`config.mk`:
```
export PLATFORM = sky130hd
export DESIGN_NAME = conv_tap_sequencer_flat
export DESIGN_NICKNAME = d
export VERILOG_FILES = /design/src/rtl/conv_tap_sequencer_pkg.sv /design/src/rtl/conv_tap_sequencer_if.sv /design/src/rtl/conv_tap_sequencer_col_accumulator.sv /design/src/rtl/conv_tap_sequencer.sv /design/src/flat_wrapper.sv
export SDC_FILE = /design/constraint.sdc
export NUM_CORES = 2
export LEC_CHECK = 0
export ABC_AREA = 1
export CAP_MARGIN = 40
export CORE_MARGIN = 3
export CORE_UTILIZATION = 60
export DETAILED_ROUTE_END_ITERATION = 10
export PLACE_DENSITY_LB_ADDON = 0.05
export SKIP_LAST_GASP = 1
export SLEW_MARGIN = 0
export SYNTH_ARGS = -nofsm -noshare
export SYNTH_HDL_FRONTEND = slang
export SYNTH_SLANG_ARGS = --single-unit
export TNS_END_PERCENT = 10
```
`constraint.sdc`:
```
create_clock -name clk -period 3.4 [get_ports clk]
set_clock_uncertainty 0.1 [all_clocks]
set_input_delay 0.85 -clock clk [delete_from_list [all_inputs] [get_ports clk]]
set_output_delay 0.85 -clock clk [all_outputs]
set_load 0.05 [all_outputs]
```
`src/rtl/conv_tap_sequencer_pkg.sv`:
```
// Shared state encoding and arithmetic helpers for the conv tap sequencer.
// relu() is applied only in builds that define CONV_SEQ_RELU_EN.
package conv_seq_pkg;

    typedef enum logic [1:0] {
        IDLE,
        ISSUE,
        DRAIN,
        HOLD
    } seq_state_t;

    // Helpers work on a fixed wide signed carrier so one function serves any W/K.
    localparam int MAX_ACC_W = 128;
    typedef logic signed [MAX_ACC_W-1:0] wide_t;

    function automatic int acc_w(input int w, input int k);
        return 2*w + $clog2(k);
    endfunction

    function automatic wide_t sat_2w(input wide_t v, input int ow);
        wide_t one;
        wide_t hi;
        wide_t lo;
        one = wide_t'(1);
        hi  = (one <<< (ow-1)) - one;
        lo  = ~hi;
        if (v > hi) begin
            return hi;
        end
        if (v < lo) begin
            return lo;
        end
        return v;
    endfunction

    function automatic wide_t relu(input wide_t v);
        return (v < 0) ? '0 : v;
    endfunction

endpackage

```
`src/rtl/conv_tap_sequencer_if.sv`:
```
// Upstream tap-bundle and downstream result handshakes of the conv tap sequencer.
// master = producer/consumer side, slave = the sequencer.
interface conv_tap_sequencer_if #(
    parameter int W     = 16,
    parameter int IN_D  = 4,
    parameter int OUT_D = 8,
    parameter int K     = 2
);
    logic                   in_v;
    logic                   in_rdy;
    logic [K*IN_D*W-1:0]    in_taps;
    logic [2*OUT_D*W-1:0]   out;
    logic                   out_v;
    logic                   out_rdy;

    modport master (
        output in_v, in_taps, out_rdy,
        input  in_rdy, out, out_v
    );

    modport slave (
        input  in_v, in_taps, out_rdy,
        output in_rdy, out, out_v
    );
endinterface

```
`src/rtl/conv_tap_sequencer_col_accumulator.sv`:
```
// One output column: widened signed accumulator with saturated result.
// CONV_SEQ_RELU_EN additionally clamps negative saturated results to zero.
module col_accumulator
    import conv_seq_pkg::*;
#(
    parameter int W = 16,
    parameter int K = 2
) (
    input  logic            clk,
    input  logic            rst,
    input  logic            clr,
    input  logic            add,
    input  logic [2*W-1:0]  prod,
    output logic [2*W-1:0]  res
);
    localparam int OW    = 2*W;
    localparam int ACC_W = acc_w(W, K);

    logic signed [ACC_W-1:0] acc;
    wide_t                   acc_ext;

    always_ff @(posedge clk or negedge rst) begin
        if (!rst) begin
            acc <= '0;
        end else if (clr) begin
            acc <= '0;
        end else if (add) begin
            acc <= acc + {{(ACC_W-OW){prod[OW-1]}}, prod};
        end
    end

    assign acc_ext = {{(MAX_ACC_W-ACC_W){acc[ACC_W-1]}}, acc};

    always_comb begin
`ifdef CONV_SEQ_RELU_EN
        res = OW'(relu(sat_2w(acc_ext, OW)));
`else
        res = OW'(sat_2w(acc_ext, OW));
`endif
    end

endmodule

```
`src/rtl/conv_tap_sequencer.sv`:
```
// Issues K cached tap rows to a tap-indexed multiply unit and returns the saturated row sum.
// Build option CONV_SEQ_RELU_EN zeroes negative result columns (inside col_accumulator).
//
// state | meaning
// IDLE  | in_rdy high, waiting for a tap bundle
// ISSUE | one tap row per cycle on mm_a/mm_tap with mm_v high
// DRAIN | waiting for the remaining products
// HOLD  | result presented until downstream takes it
module conv_tap_sequencer
    import conv_seq_pkg::*;
#(
    parameter int W     = 16,
    parameter int IN_D  = 4,
    parameter int OUT_D = 8,
    parameter int K     = 2,
    localparam int TW   = $clog2(K)
) (
    input  logic                  clk,
    input  logic                  rst,
    conv_tap_sequencer_if.slave   bus,
    output logic [IN_D*W-1:0]     mm_a,
    output logic [TW-1:0]         mm_tap,
    output logic                  mm_v,
    input  logic [2*OUT_D*W-1:0]  mm_out,
    input  logic                  mm_out_v,
    output logic                  err
);
    localparam int OW    = 2*W;
    localparam int TAP_W = IN_D*W;
    localparam int RW    = $clog2(K+1);

    seq_state_t             state;
    logic [TW-1:0]          iss;
    logic [TW-1:0]          iss_nxt;
    logic [RW-1:0]          rcv;
    logic [TAP_W-1:0]       tap_q [K];
    logic                   acc_clr;
    logic                   acc_add;
    logic [OW-1:0]          col_res [OUT_D];
    logic [2*OUT_D*W-1:0]   out_nxt;

    assign iss_nxt = iss + TW'(1);
    assign acc_clr = (state == IDLE) && bus.in_v;
    // A product counts only while a bundle is outstanding and not yet complete.
    assign acc_add = mm_out_v && ((state == ISSUE) || (state == DRAIN)) && (rcv != RW'(K));

    for (genvar c = 0; c < OUT_D; c++) begin : g_col
        col_accumulator #(.W(W), .K(K)) u_acc (
            .clk  (clk),
            .rst  (rst),
            .clr  (acc_clr),
            .add  (acc_add),
            .prod (mm_out[(OUT_D-1-c)*OW +: OW]),
            .res  (col_res[c])
        );
    end

    always_comb begin
        out_nxt = '0;
        for (int c = 0; c < OUT_D; c++) begin
            out_nxt[(OUT_D-1-c)*OW +: OW] = col_res[c];
        end
    end

    always_ff @(posedge clk or negedge rst) begin
        if (!rst) begin
            state      <= IDLE;
            iss        <= '0;
            rcv        <= '0;
            bus.in_rdy <= 1'b1;
            bus.out_v  <= 1'b0;
            bus.out    <= '0;
            mm_v       <= 1'b0;
            mm_a       <= '0;
            mm_tap     <= '0;
            err        <= 1'b0;
            for (int t = 0; t < K; t++) begin
                tap_q[t] <= '0;
            end
        end else begin
            if (mm_out_v) begin
                if (acc_add) begin
                    rcv <= rcv + RW'(1);
                end else begin
                    err <= 1'b1;
                end
            end

            case (state)
                IDLE: begin
                    if (bus.in_v) begin
                        for (int t = 0; t < K; t++) begin
                            tap_q[t] <= bus.in_taps[(K-1-t)*TAP_W +: TAP_W];
                        end
                        iss        <= '0;
                        rcv        <= '0;
                        mm_v       <= 1'b1;
                        mm_a       <= bus.in_taps[(K-1)*TAP_W +: TAP_W];
                        mm_tap     <= '0;
                        bus.in_rdy <= 1'b0;
                        state      <= ISSUE;
                    end
                end
                ISSUE: begin
                    if (iss == TW'(K-1)) begin
                        mm_v  <= 1'b0;
                        state <= DRAIN;
                    end else begin
                        iss    <= iss_nxt;
                        mm_a   <= tap_q[iss_nxt];
                        mm_tap <= iss_nxt;
                    end
                end
                DRAIN: begin
                    // rcv is registered, so the last product is already in the accumulators.
                    if (rcv == RW'(K)) begin
                        bus.out   <= out_nxt;
                        bus.out_v <= 1'b1;
                        state     <= HOLD;
                    end
                end
                HOLD: begin
                    if (bus.out_rdy) begin
                        bus.out_v  <= 1'b0;
                        bus.in_rdy <= 1'b1;
                        state      <= IDLE;
                    end
                end
                default: state <= IDLE;
            endcase
        end
    end

endmodule
```
`src/flat_wrapper.sv`:
```
// flat-port wrapper written by rule: the top's interface ports become plain ports
module conv_tap_sequencer_flat import conv_seq_pkg::*;
#(
    parameter int W     = 16,
    parameter int IN_D  = 4,
    parameter int OUT_D = 8,
    parameter int K     = 2,
    localparam int TW   = $clog2(K)
)
  (clk, rst, mm_a, mm_tap, mm_v, mm_out, mm_out_v, err, bus_in_v, bus_in_taps, bus_out_rdy, bus_in_rdy, bus_out, bus_out_v);
  conv_tap_sequencer_if #(.W(W), .IN_D(IN_D), .OUT_D(OUT_D), .K(K)) bus_i ();
  input  logic clk;
  input  logic rst;
  output logic [IN_D*W-1:0] mm_a;
  output logic [TW-1:0] mm_tap;
  output logic mm_v;
  input  logic [2*OUT_D*W-1:0] mm_out;
  input  logic mm_out_v;
  output logic err;
  input wire logic [$bits(bus_i.in_v)-1:0] bus_in_v;
  input wire logic [$bits(bus_i.in_taps)-1:0] bus_in_taps;
  input wire logic [$bits(bus_i.out_rdy)-1:0] bus_out_rdy;
  output wire logic [$bits(bus_i.in_rdy)-1:0] bus_in_rdy;
  output wire logic [$bits(bus_i.out)-1:0] bus_out;
  output wire logic [$bits(bus_i.out_v)-1:0] bus_out_v;
  assign bus_i.in_v = bus_in_v;
  assign bus_i.in_taps = bus_in_taps;
  assign bus_i.out_rdy = bus_out_rdy;
  assign bus_in_rdy = bus_i.in_rdy;
  assign bus_out = bus_i.out;
  assign bus_out_v = bus_i.out_v;
  conv_tap_sequencer #(.W(W), .IN_D(IN_D), .OUT_D(OUT_D), .K(K)) u_core (.clk(clk), .rst(rst), .bus(bus_i), .mm_a(mm_a), .mm_tap(mm_tap), .mm_v(mm_v), .mm_out(mm_out), .mm_out_v(mm_out_v), .err(err));
endmodule
```
* Yosys cells after proc, flatten, opt, wreduce, memory -nomap -nowiden
Cells that the tools add are included.
** Word-level totals
- Flip-flop bits (word level) :: 722
- Bits of input ports :: 389
- Output and inout port bits :: 325
- Logic and storage cells :: 177
** Cells by class
- Add/sub/neg operators :: 10
- Order comparisons :: 17
- Equality and inequality tests :: 10
- Mux-type cells :: 100
- Bitwise gates (word level) :: 2
- Reductions and logical operators :: 18
** Operator list (number)
- 32-bit two-way mux :: 32
- 33-bit two-way mux :: 16
- 64-bit two-way mux :: 5
- 33-bit adder :: 8
- 33-bit by 32-bit > comparator with 1-bit output, second input constant :: 8
- 33-bit by 32-bit < comparator with 1-bit output, second input constant :: 8
- 64-bit one-hot mux with 2 select lines :: 1
- 1-bit two-way mux :: 32
- 2-bit two-way mux :: 8
- 3-bit AND reduction :: 4
- 2-bit inequality test, second input constant :: 5
- 1-bit one-hot mux with 2 select lines :: 5
- 2-bit one-hot mux with 4 select lines :: 1
- 2-bit AND reduction :: 4
- 2-bit nonzero test :: 4
- 2-bit equality test, second input constant :: 3
- 4-bit AND reduction :: 1
- 1-bit logical AND :: 3
- 2-bit by 1-bit adder with 2-bit output, second input constant :: 1
- 2-bit by 1-bit equality test with 1-bit output, second input constant :: 1
- 2-bit >= comparator, second input constant :: 1
- 2-bit zero test :: 1
- 2-bit by 1-bit inequality test with 1-bit output, second input constant :: 1
- 1-bit NOT with 2-bit output :: 1
- other kinds (3) :: 3

* Longest topological paths before layout
- Word-level depth :: 8
- Gate-level depth with buffers :: 14

* Modules after synthesis
Synthesis repeated with hierarchy kept, for this count alone.
** Second synthesis, totals
- Cell total of the unflattened synthesis :: 7717
- Area total of the unflattened synthesis :: 48763.0 um^2
** Modules (own cells, without submodules)
- col_accumulator :: instances 8, cells each 719, area an instance 4012.6 um^2
- conv_tap_sequencer :: instances 1, cells each 1965, area an instance 16662.2 um^2

* Worst setup path before layout
No wires, ideal clock.
- Kind :: input -> register
- Start point :: input mm_out[0]
- End point :: register u_core.g_col[7].u_acc.acc[30]
- Data arrival time :: 2179 ps
- Slack :: 1004 ps
- Stages :: 12
- Path buffers :: 0
- Path through :: ha_1 -> fa_1 -> nand2_1 -> nand2_1 -> nand3_1 -> nand2_1 -> nand2_1 -> nand2_2 -> nand2_1 -> nand3_1 -> nand3_1 -> nand2_1
** Between the ends
- Cells in the longest elaborated chain, start to end :: 3
** Ends and longest elaborated chain
- start: declaration :: line flat_wrapper.sv:17 : input logic [2*OUT_D*W-1:0] mm_out;
- 33-bit adder :: line conv_tap_sequencer_col_accumulator.sv:28 : acc <= acc + {{(ACC_W-OW){prod[OW-1]}}, prod};
- 33-bit two-way mux :: line conv_tap_sequencer_col_accumulator.sv:27 : end else if (add) begin
- 33-bit two-way mux :: line conv_tap_sequencer_col_accumulator.sv:25 : end else if (clr) begin
- end signal: assignment :: line conv_tap_sequencer_col_accumulator.sv:28
- end: declaration :: line conv_tap_sequencer_col_accumulator.sv:19 : logic signed [ACC_W-1:0] acc;
No other way between the ends. The select of a mux whose other input is x is not followed.
A chain may end at the register's enable or synchronous reset.

* Worst setup path in the final report
- Start point :: register u_core.bus.in_rdy
- End point :: output bus_in_rdy
** RTL lines
- start: declaration :: line conv_tap_sequencer_if.sv:23 : output in_rdy, out, out_v
- start signal: assignment :: line conv_tap_sequencer.sv:70 : bus.in_rdy <= 1'b1;
- start signal: assignment :: line conv_tap_sequencer.sv:100 : bus.in_rdy <= 1'b0;
- start signal: assignment :: line conv_tap_sequencer.sv:125 : bus.in_rdy <= 1'b1;
- end: declaration :: line flat_wrapper.sv:23 : output wire logic [$bits(bus_i.in_rdy)-1:0] bus_in_rdy;
No word-level cell between the ends.

==> results <==
- The total overflow left after global routing is 0.
- By count the netlist is led by 3035 x sky130_fd_sc_hd__nand2_1, 1107 x sky130_fd_sc_hd__inv_1, 657 x sky130_fd_sc_hd__dfrtp_1, 450 x sky130_fd_sc_hd__nor2_1, 398 x sky130_fd_sc_hd__o21ai_0.
- The die area is 79600 um^2.
- The buffer and inverter count on the worst path is 1.
- The die is ~280 um tall.
- Detailed routing inserted a total of 48600 vias.
- Traced cell by cell, the critical path runs through clkdlybuf4s50_1.
- The H-tree was split into 3 levels.
- Summed over all failing endpoints, the final setup total negative slack is 0 ns.
- The cell area after layout is 56800 um^2.
- The horizontal die dimension is 282 um.
- The count of fill cells added during filler insertion is 5856.
- The worst-case setup margin in the final layout is 0.319 ns.
- The CTS sink count is 658.
- The longest clock path from root to sink contains 3 buffers.
- The synthesized design contains 658 register bits.
- The class of the most critical setup path is register to primary output.
- The cell area after placement is about 54000 um^2.
- The share of final-layout standard cells stronger than drive strength 1 is 0.0358.
- After technology mapping, the gate count stands at 7090.
- The maximum clock frequency is 0.325 GHz.
- The mean instance size in the synthesized netlist is 6.45 um^2.
- The final layout contains routed wiring with a total length of 163000 um.
- For the worst setup path, the data arrival time is ~2.1 ns.
- The worst setup path is captured at a primary output.
- The pre-antenna-repair detailed-routing pass consisted of 8 iterations.
- The most common cell in the synthesized netlist is sky130_fd_sc_hd__nand2_1.
- The flow ran to the end, and the final reports show no timing, DRC or antenna violations.
- The post-detailed-placement half-perimeter wirelength is 125000 um.
- In this design, the stage delay of the slowest critical-path cell is ~0.95 ns.
- The final setup violation count is 0.
- The worst hold margin is ~0.062 ns.
- The number of maximum-capacitance violations is 0.
- The power density of the placed cells is around 970 nW/um^2.
- The number of placed cells counting well taps is 8638.
- The count of unique library cells instantiated by Yosys is 41.
- Summed over all cells, the static leakage comes to 0.0318 uW.
- The slew at the pin closest to its max-slew limit is 0.968 ns.
- Summed over all instances, the cell type with the most area after synthesis is sky130_fd_sc_hd__dfrtp_1.
- The maximum number of pins on one net before global-route repair is around 110.
- The number of global-route vias before repair was 45800.
- Setup repair after global routing left no endpoint under its margin.
- The finished layout holds 8818 standard cells, fillers aside.
- After detailed routing, the number of remaining DRC violations is 0.
- Compared with the post-synthesis result, the final layout area differs by 24.1%.
- The area share of the largest cell type after synthesis is 0.359.
- The number of enable-type register cells in the synthesized netlist is 0.
- The sequential cell area is roughly 16000 um^2.
- At the worst endpoint, the required time is 2.45 ns.
- Synthesis produced a netlist with a net count of between 7000 and 8000.
- The clock input transition at the sequential cells of the worst setup and hold paths is 0.07 ns.
- The floorplan step defined a core boundary enclosing 74900 um^2.
- The cell family contributing the most delay on the critical path is buffers and inverters.
- The final clock period utilization by the worst path is 0.906.
- Gates resized during post-CTS repair numbered 0.
- The TritonCTS clock tree is yes.
- The final count of pins violating max slew is 0.
- The combined global-route utilization of all metal layers is 0.397.
- The Yosys warning count is 0.
- The worst setup path is launched from a register.
- The number of antenna violations at the first check in global routing is 36.
- In this run the core area contains 100 standard-cell rows.
- Summing every instance area after synthesis gives roughly 46000 um^2.
- The number of buffers inserted by hold repair at cts is 0.
- The worst-case vdd ir drop is between 0.0008 and 0.0009 V.
- The later-pin clock latency in the skew report is 0.65 ns.
- 714 I/O pins were placed.
- Once detail routing completed, the nets flagged for antenna violations numbered 0.
- The detailed-route wire length per cell is 18.5 um.
- Post-CTS timing repair inserted 0 buffers for setup.
- The starting density of the core is 0.610.
- The worst slew margin relative to its limit is 0.355.
- The clock tree root buffer cell is sky130_fd_sc_hd__clkbuf_16.
- Of the synthesized area, sequential elements account for 0.360.
- The congestion estimate from routability-driven global placement came to about 1.0.
- Input and output buffers added on the ports amount to 713.
- The most used flip-flop cell after synthesis is sky130_fd_sc_hd__dfrtp_1.
- The highest fanout seen on the critical path is 2.
- In the synthesized netlist the async set-or-reset flop fraction comes to 1.00.
- The number of clock buffers added by TritonCTS is 77.
- The final count of hold timing violations was 0.
- The slowest stage cell on the critical path is sky130_fd_sc_hd__clkdlybuf4s50_1.
- The min-delay analysis places its worst path in the category primary input to asynchronous set/reset pin.
- After the first detailed-routing iteration, the DRC count stood at ~5000.
- Sorting the synthesized cells by area gives the leading types as sky130_fd_sc_hd__dfrtp_1 36%, sky130_fd_sc_hd__nand2_1 25%, sky130_fd_sc_hd__inv_1 9.1%.
- For this run, the post-layout net count is approximately 8400.
- Summing all multi-input logic gate instances after layout gives between 20000 and 25000 um^2.
- The pre-CTS setup slack is around 0.19 ns.
- The first global-routing pass estimated 249000 um of wire.
- Using the TritonRoute via totals, the vias-per-cell ratio works out to about 5.5.
- The time the worst path needs with I/O delays and setup is about 3 ns.
[cell families after synthesis]
kind of cell	after synthesis	synth area share
and+or+nand+nor	3951	0.341
buffers and inverters	1310	0.113
adders and majority gates	270	0.0752
AOI/OAI and AO/OA	880	0.107
DFF	658	0.360
xor gates and xnor gates	21	0.00402
[metal layers]
layer | vias up | track usage | share of wire
met4 | 10 | 0.210 | 0.059
met1 | 22400 | 0.508 | 0.39
li1 | 23400 | - | -
met5 | - | 0 | 0.00060
met3 | 490 | 0.0939 | 0.10
met2 | 2377 | 0.628 | 0.45
[power breakdown]
| group | internal [uW] | switching [uW] |
|---|---|---|
| Combinational | 10100 | 21800 |
| Clock | 5380 | 3690 |
| Sequential | 11200 | 2810 |
[sequential cells by signal, indices dropped and copies added (netlist names)]
signal / flops
u_core.mm_tap: 1
u_core.mm_a: 64
u_core.tap_q: 64
u_core.bus.in_rdy: 1
u_core.mm_v: 1
u_core.bus.out: 256
u_core.err: 1
u_core.g_col.u_acc.acc: 264
u_core.bus.out_v: 1
u_core.iss: 1
u_core.state: 2
u_core.rcv: 2
[path summary, 6_finish.rpt]
kind | cells after the start | end | slack (ns) | from
worst max-delay path | 1 | bus_in_rdy | 0.32 | u_core.bus.in_rdy
worst min register to register | 1 | u_core.err | 0.37 | u_core.err
worst min-delay path | 1 | u_core.bus.out[59] | 0.06 | rst
min in group clk | 1 | u_core.err | 0.37 | u_core.err
worst max register to register | 8 | u_core.mm_a[52] | 0.71 | u_core.state[1]
max in group asynchronous | 2 | u_core.bus.out[161] | 2.07 | rst
[cell usage in the layout (no fill, tap or decap), types with 16 or more instances in the layout]
master | Yosys | routed
sky130_fd_sc_hd__nand2_1 | 3035 | 3034
sky130_fd_sc_hd__inv_1 | 1107 | 1106
sky130_fd_sc_hd__clkdlybuf4s50_1 | 0 | 712
sky130_fd_sc_hd__dfrtp_1 | 657 | 657
sky130_fd_sc_hd__nor2_1 | 450 | 450
sky130_fd_sc_hd__o21ai_0 | 398 | 398
sky130_fd_sc_hd__nand3_1 | 308 | 308
sky130_fd_sc_hd__ha_1 | 262 | 262
sky130_fd_sc_hd__a21oi_1 | 227 | 227
sky130_fd_sc_hd__a31oi_1 | 108 | 108
sky130_fd_sc_hd__clkbuf_16 | 0 | 77
sky130_fd_sc_hd__nor3_1 | 45 | 45
sky130_fd_sc_hd__buf_4 | 8 | 41
sky130_fd_sc_hd__diode_2 | 0 | 37
sky130_fd_sc_hd__o22ai_1 | 33 | 33
sky130_fd_sc_hd__nand2_2 | 28 | 28
sky130_fd_sc_hd__o21bai_1 | 24 | 24
sky130_fd_sc_hd__nand4_1 | 23 | 23
sky130_fd_sc_hd__nor2_2 | 23 | 22
sky130_fd_sc_hd__buf_12 | 0 | 20
sky130_fd_sc_hd__o211ai_1 | 19 | 19
sky130_fd_sc_hd__o21ai_1 | 17 | 17
sky130_fd_sc_hd__clkbuf_1 | 85 | 16
[metrics by stage]
step                      utilization  power (uW)
after global placement          0.718       44400
after CTS                       0.756       54600
after detailed placement        0.719       45300
after floorplan                     -       35000
after global routing            0.757       58600
final                           0.757       55100
[cell type report]
class	instances	area share
multi-input cells	5122	0.425
flip-flops and latches	658	0.290
repair buffers	777	0.140
inverters	1112	0.0737
clock buffers	106	0.0382
well taps	969	0.0214
clock inverters	37	0.0106
diodes	37	0.00163
(Power assumes the default switching activity.)
